**config.mk**
```make
export PLATFORM = sky130hd
export DESIGN_NAME = usb_rx_packet_writer
export DESIGN_NICKNAME = d
export VERILOG_FILES = /design/src/rtl/usb_rx_packet_writer_pkg.sv /design/src/rtl/usb_rx_packet_writer_word_packer.sv /design/src/rtl/usb_rx_packet_writer.sv
export SDC_FILE = /design/constraint.sdc
export NUM_CORES = 1
export LEC_CHECK = 0
export BUFFER_PORTS_ARGS = -buffer_cell sky130_fd_sc_hd__buf_2
export CAP_MARGIN = 10
export CORE_MARGIN = 2
export CORE_UTILIZATION = 49
export CTS_BUF_LIST = sky130_fd_sc_hd__clkbuf_8
export DETAILED_ROUTE_END_ITERATION = 8
export PLACE_DENSITY = 0.78
export SYNTH_ARGS = -nofsm -noshare
export SYNTH_HDL_FRONTEND = slang
export SYNTH_SLANG_ARGS = --single-unit
```
**constraint.sdc**
```tcl
create_clock -name clk48 -period 2.1 [get_ports clk48]
set_clock_uncertainty 0.15 [all_clocks]
set_input_delay 0.315 -clock clk48 [delete_from_list [all_inputs] [get_ports clk48]]
set_output_delay 0.315 -clock clk48 [all_outputs]
set_load 0.01 [all_outputs]
```
**src/rtl/usb_rx_packet_writer_pkg.sv**
```systemverilog
// rtl/usb_rx_packet_writer_pkg.sv - shared state type, buffer default and width helpers (package usb_pkg)
package usb_pkg;

  typedef enum logic [2:0] {
    IDLE,
    RECEIVE,
    DISCARD,
    FLUSH,
    COMMIT
  } rx_state_t;

  localparam int BUFFER_BYTES_DEFAULT = 1024;

  function automatic int addr_width(input int buffer_bytes);
    return (buffer_bytes > 4) ? $clog2(buffer_bytes / 4) : 1;
  endfunction

  // One extra bit so the count can hold BUFFER_BYTES itself.
  function automatic int count_width(input int buffer_bytes);
    return $clog2(buffer_bytes) + 1;
  endfunction

endpackage

```
**src/rtl/usb_rx_packet_writer_word_packer.sv**
```systemverilog
// rtl/usb_rx_packet_writer_word_packer.sv - packs received bytes little-endian into 32-bit words
module usb_word_packer (
  input  logic        clk48,
  input  logic        rst_n,
  input  logic [7:0]  data_byte,
  input  logic        byte_valid,
  input  logic        clear,
  output logic [31:0] word,
  output logic [1:0]  lane,
  output logic        word_full,
  output logic        partial
);

  logic [31:0] word_q;
  logic [1:0]  lane_q;
  logic        full_q;

  always_ff @(posedge clk48 or negedge rst_n) begin
    if (!rst_n) begin
      word_q <= '0;
      lane_q <= '0;
      full_q <= 1'b0;
    end else if (clear) begin
      word_q <= '0;
      lane_q <= '0;
      full_q <= 1'b0;
    end else begin
      full_q <= byte_valid && (lane_q == 2'd3);
      if (byte_valid) begin
        lane_q <= lane_q + 2'd1;
        // Lane 0 restarts the word so a flushed partial word has zero upper lanes.
        case (lane_q)
          2'd0:    word_q <= {24'h000000, data_byte};
          2'd1:    word_q[15:8] <= data_byte;
          2'd2:    word_q[23:16] <= data_byte;
          default: word_q[31:24] <= data_byte;
        endcase
      end
    end
  end

  assign word      = word_q;
  assign lane      = lane_q;
  assign word_full = full_q;
  assign partial   = (lane_q != 2'd0);

endmodule

```
**src/rtl/usb_rx_packet_writer.sv**
```systemverilog
// rtl/usb_rx_packet_writer.sv - writes received USB packet bytes into the packet buffer; stats via USB_RX_PACKET_WRITER_STATS_EN
module usb_rx_packet_writer
  import usb_pkg::*;
#(
  parameter int BUFFER_BYTES = BUFFER_BYTES_DEFAULT,
  parameter int ADDR_W       = addr_width(BUFFER_BYTES)
) (
  input  logic              clk48,
  input  logic              rst_n,
  input  logic [7:0]        rx_byte,
  input  logic              rx_byte_valid,
  input  logic              rx_packet_start,
  input  logic              rx_packet_end,
  input  logic              rx_crc_ok,
  input  logic              rx_error,
  input  logic              buffer_owned_by_core,
  output logic [ADDR_W-1:0] buffer_address,
  output logic [31:0]       buffer_write_value,
  output logic              buffer_write,
  output logic              got_packet,
  output logic [31:0]       data_length
`ifdef USB_RX_PACKET_WRITER_STATS_EN
  ,
  output logic [15:0]       dropped_packets,
  output logic              overflow_seen
`endif
);

  localparam int COUNT_W = count_width(BUFFER_BYTES);
  localparam logic [COUNT_W-1:0] COUNT_MAX = COUNT_W'(BUFFER_BYTES);

  rx_state_t state_q, state_d;
  logic [COUNT_W-1:0] count_q, count_d;
  logic [ADDR_W-1:0]  addr_q, addr_d;
  logic [31:0]        length_q, length_d;
  // Set when DISCARD was entered on the cycle that already carried the end strobe.
  logic               one_shot_q, one_shot_d;

  logic        pack_valid, pack_clear, overflow, write_en;
  logic [31:0] pack_word;
  logic [1:0]  pack_lane;
  logic        pack_full, pack_partial;

  usb_word_packer u_packer (
    .clk48      (clk48),
    .rst_n      (rst_n),
    .data_byte  (rx_byte),
    .byte_valid (pack_valid),
    .clear      (pack_clear),
    .word       (pack_word),
    .lane       (pack_lane),
    .word_full  (pack_full),
    .partial    (pack_partial)
  );

  always_ff @(posedge clk48 or negedge rst_n) begin
    if (!rst_n) begin
      state_q    <= IDLE;
      count_q    <= '0;
      addr_q     <= '0;
      length_q   <= '0;
      one_shot_q <= 1'b0;
    end else begin
      state_q    <= state_d;
      count_q    <= count_d;
      addr_q     <= addr_d;
      length_q   <= length_d;
      one_shot_q <= one_shot_d;
    end
  end

  always_comb begin
    state_d    = state_q;
    count_d    = count_q;
    addr_d     = addr_q;
    length_d   = length_q;
    one_shot_d = one_shot_q;
    pack_valid = 1'b0;
    pack_clear = 1'b0;
    overflow   = 1'b0;
    write_en   = 1'b0;

    case (state_q)
      IDLE: begin
        if (rx_packet_start) begin
          pack_clear = 1'b1;
          count_d    = '0;
          addr_d     = '0;
          one_shot_d = 1'b0;
          state_d    = buffer_owned_by_core ? DISCARD : RECEIVE;
        end
      end

      RECEIVE: begin
        write_en = pack_full;
        if (write_en) addr_d = addr_q + ADDR_W'(1);
        if (rx_packet_start) begin
          pack_clear = 1'b1;
          count_d    = '0;
          addr_d     = '0;
          one_shot_d = 1'b0;
          state_d    = buffer_owned_by_core ? DISCARD : RECEIVE;
        end else if (rx_error) begin
          one_shot_d = rx_packet_end;
          state_d    = DISCARD;
        end else begin
          if (rx_byte_valid) begin
            if (count_q == COUNT_MAX) begin
              overflow   = 1'b1;
              one_shot_d = rx_packet_end;
              state_d    = DISCARD;
            end else begin
              pack_valid = 1'b1;
              count_d    = count_q + COUNT_W'(1);
            end
          end
          if (rx_packet_end && !overflow) begin
            if (!rx_crc_ok) begin
              one_shot_d = 1'b1;
              state_d    = DISCARD;
            end else if (pack_valid || pack_partial) begin
              state_d = FLUSH;
            end else begin
              length_d = {{(32-COUNT_W){1'b0}}, count_q};
              state_d  = COMMIT;
            end
          end
        end
      end

      DISCARD: begin
        if (one_shot_q || rx_packet_end || rx_error) begin
          one_shot_d = 1'b0;
          state_d    = IDLE;
        end
      end

      FLUSH: begin
        // The pending word is either a just-completed word or a zero-padded partial one.
        write_en = pack_full || pack_partial;
        if (write_en) addr_d = addr_q + ADDR_W'(1);
        length_d = {{(32-COUNT_W){1'b0}}, count_q};
        state_d  = COMMIT;
      end

      COMMIT: state_d = IDLE;

      default: state_d = IDLE;
    endcase
  end

  assign buffer_write       = write_en;
  assign buffer_address     = addr_q;
  assign buffer_write_value = pack_word;
  assign got_packet         = (state_q == COMMIT);
  assign data_length        = length_q;

`ifdef USB_RX_PACKET_WRITER_STATS_EN
  logic [15:0] dropped_q;
  logic        overflow_q;

  always_ff @(posedge clk48 or negedge rst_n) begin
    if (!rst_n) begin
      dropped_q  <= '0;
      overflow_q <= 1'b0;
    end else begin
      if ((state_d == DISCARD) && (state_q != DISCARD) && (dropped_q != 16'hFFFF))
        dropped_q <= dropped_q + 16'd1;
      if (overflow) overflow_q <= 1'b1;
    end
  end

  assign dropped_packets = dropped_q;
  assign overflow_seen   = overflow_q;
`endif

endmodule

```
==> impl_metrics.toml <==
[pwr]
p_int_w = 0.00203
combPwrFrac_pct = 12.1
p_per_area_mw_per_mm2 = 666
power_switching_w = 0.000771
switching_share_pct = 27.5
p_leak_nw = 2.15
ir_drop_v = 0.000334
power_frac_clock_pct = 38.9
p_seq_share_pct = 48.9

[logic_synthesis]
synth_area_leaders = "dfrtp_1 (51%), buf_4 (4.9%), a32o_1 (4.5%), nand2_1 (3.9%), mux2_1 (3.7%)"
synth.most_common_cell = "dfrtp_1"
synth_top_area_share_pct = 51.3
yosysUniqueCellTypes = 51
postSynthAreaPerCell_um2 = 10.5
netlist_area_mm2 = 0.00336
synthArstFlopShare_pct = 100
ys_seq_area_share_pct = 51.3
ys.flop_type = "dfrtp_1"
syn_inst = 321
synth_edf_count = 0
synth_top_area_cell = "dfrtp_1"
ys_seq_elements = 69
yosysWarnings = 0
ys_top_cells_by_count = "dfrtp_1 (69), nand2_1 (35), nor2_1 (23), buf_4 (22), o21ai_1 (18)"

[min_path]
hold_class = "primary input to flip-flop"
min_from = "rx_byte[2]"
hold_end = "u_packer.word[2]$_DFFE_PN0P_"
hold_depth = 3

[setup_path]
path_buf_inv = 2
path_class = "flip-flop to flip-flop"
crit_path_top_delay_cell = "or4b_4"
critPathMaxStageDelay_ns = 0.55
worstRegToRegCells = 6
crit_cells = 6
rrSetupSlack_ns = 0.02
worst-path-max-fanout = 11
worstPathRequired_ns = 2.18
arrival_ns = 2.16
r2r-end = "u_packer.word[23]$_DFFE_PN0P_"
cp_top_family = "compound AO/OA/AOI/OAI gates"
worst_setup_path_start_kind = "flip-flop"
r2r-start = "state_q[2]$_DFFE_PN0P_"
end_kind = "flip-flop"
crit_chain = "or4b_4 > a311oi_4 > buf_12 > buf_4 > o21ai_4 > a32o_1"

[die]
start_util_pct = 50.1
rows = 30
ioPinCount = 90
die_w_um = 86.8
design.die.area_mm2 = 0.00754
core_mm2 = 0.00672
die_y_um = 86.8

[flow_run]
cap_violations = 0

[place]
port_buffers = 68
gp_congestion = 0.854
dp_hpwl_mm = 5.19

[route]
wire_per_inst_um = 14.7
first_pass_iters = 4
drt_iter0_drc = 137
wirelength_mm = 7.36
vias_per_cell = 5.22
drc_errors = 0
vias = 2607
ant_nets = 0

[grt]
grt_use_total_pct = 20.8
antenna_found_initial = 0
grt_pass1_wl_mm = 12.2
grt_use_met1_pct = 29.0
grt.busiest_layer = "met2"
use_met2_pct = 31.6
grt_max_degree = 70
gr-total-overflow = 0
grt_use_met3_pct = 3.90
grt_pass1_vias = 2522

[clock_network]
clk_pin_slew_ns = 0.09
clk_path_buf_depth = 2
cts.sinks = 69
cts_root_buffer = "clkbuf_8"
tritoncts = "yes"
clock_latency_ns = 0.34
cts_buffers = 9
htree_levels = 3

[timing]
tns_ns = 0
rsz0062_at_grt = "yes"
slew_viol_final = 0
final-hold-violation-count = 0
period_needed_ns = 2.08
setup_viol_count_final = 0
holdWs_ns = 0.0787
max_freq_mhz = 480
min_period_over_period_pct = 99.1

[layout]
drive_gt1_share_pct = 32.0
final_util_pct = 62.6
areaGrowthSynthToFinish_pct = 25.0
antenna_cells = 0
layout.nets = 437

[outcome]
outcome = "complete, no violations"
## routing by layer
layer,up-vias,wire [um]
met5,-,0
met4,0,134
met3,11,335
met2,74,3480
met1,1248,3410
li1,1274,-
## logic make-up (layout without fill, tap and decap cells)
kind of cell               count (synthesis)  after routing  share of synthesized area (%)
muxes                                     13             13                           4.32
DFF                                       69             69                           51.3
other                                      1             21                          0.112
AOI/OAI and AO/OA                         62             62                           14.0
adders and majority gates                  7              7                           2.60
xor gates and xnor gates                  12             12                           3.12
buffers and inverters                     46            124                           8.30
and+or+nand+nor                          111            111                           16.2
## stage by stage
stage | power (W) | instance area (um^2) | std cells | setup slack [ns]
floorplan | 0.00162 | 3500 | 341 | -0.0663
global placement | 0.00172 | 3930 | 480 | -0.0806
detailed placement | 0.00173 | 3930 | 480 | -0.115
CTS | 0.00281 | 4160 | 497 | 0.000747
global route | 0.00292 | 4210 | 499 | -0.0806
finish | 0.00280 | 4210 | 499 | 0.0186
## tightest hold or removal path, stage by stage
cell	delay, ns
buf_2	0.13
nand2_1	0.05
o21ai_1	0.05
## flip-flops by register name (all words and copies together) (netlist names)
name                flops
buffer_address          8
count_q                11
data_length            11
one_shot_q              1
state_q                 3
u_packer.lane           2
u_packer.word          32
u_packer.word_full      1
## power by group through the flow
stage,logic (W),clock network (W),registers [W]
finish,0.000340,0.00109,0.00137
global route,0.000383,0.00116,0.00137
CTS,0.000336,0.00111,0.00137
detailed placement,0.000330,0,0.00139
global placement,0.000326,0,0.00139
floorplan,0.000217,0,0.00140
## layout by cell type, fill, tap and decap left out, types with 4 or more instances in the layout
| cell type | count |
|---|---|
| inv_1 | 6 |
| a21oi_1 | 5 |
| dfrtp_1 | 69 |
| nand4_1 | 5 |
| nand2b_1 | 7 |
| and2_1 | 4 |
| mux2_1 | 11 |
| a32o_1 | 15 |
| xor2_1 | 8 |
| xnor2_1 | 4 |
| ha_1 | 5 |
| buf_4 | 25 |
| nand3_1 | 15 |
| buf_12 | 4 |
| nor2_1 | 23 |
| buf_2 | 68 |
| o21ai_1 | 17 |
| o21ai_0 | 5 |
| nand2_1 | 33 |
| conb_1 | 21 |
| clkbuf_8 | 9 |
## how the worst max path moves through the flow
| stage | startpoint | endpoint | slack (ns) |
|---|---|---|---|
| global route | state_q[2]$_DFFE_PN0P_ | count_q[8]$_DFFE_PN0P_ | -0.08 |
| finish | state_q[2]$_DFFE_PN0P_ | u_packer.word[23]$_DFFE_PN0P_ | 0.02 |
| floorplan | state_q[1]$_DFFE_PN0P_ | count_q[3]$_DFFE_PN0P_ | -0.07 |
| detailed placement | rx_packet_start | u_packer.word[13]$_DFFE_PN0P_ | -0.12 |
| global placement | rx_packet_start | u_packer.word[13]$_DFFE_PN0P_ | -0.08 |
| CTS | count_q[0]$_DFFE_PN0P_ | count_q[5]$_DFFE_PN0P_ | 0.0007 |
## final cells by class
cell class | instances | area (um^2)
Multi-Input combinational cell | 226 | 1500
Fill cell | 530 | 2510
Timing Repair Buffer | 101 | 652
Clock inverter | 7 | 75.1
Tap cell | 80 | 100
Clock buffer | 9 | 124
Inverter | 7 | 26.3
Sequential cell | 69 | 1730
## timing repair
| action | CTS | global route |
|---|---|---|
| hold buffers | 1 | 0 |
| setup endpoints to repair | 29 | 46 |
| setup buffers | 0 | 2 |
| pin swaps | 0 | 1 |
| resized for setup | 4 | 9 |
| gates cloned | 0 | 0 |
| endpoints found under the hold margin | 69 | 0 |
Power figures use the tool's default switching activity.
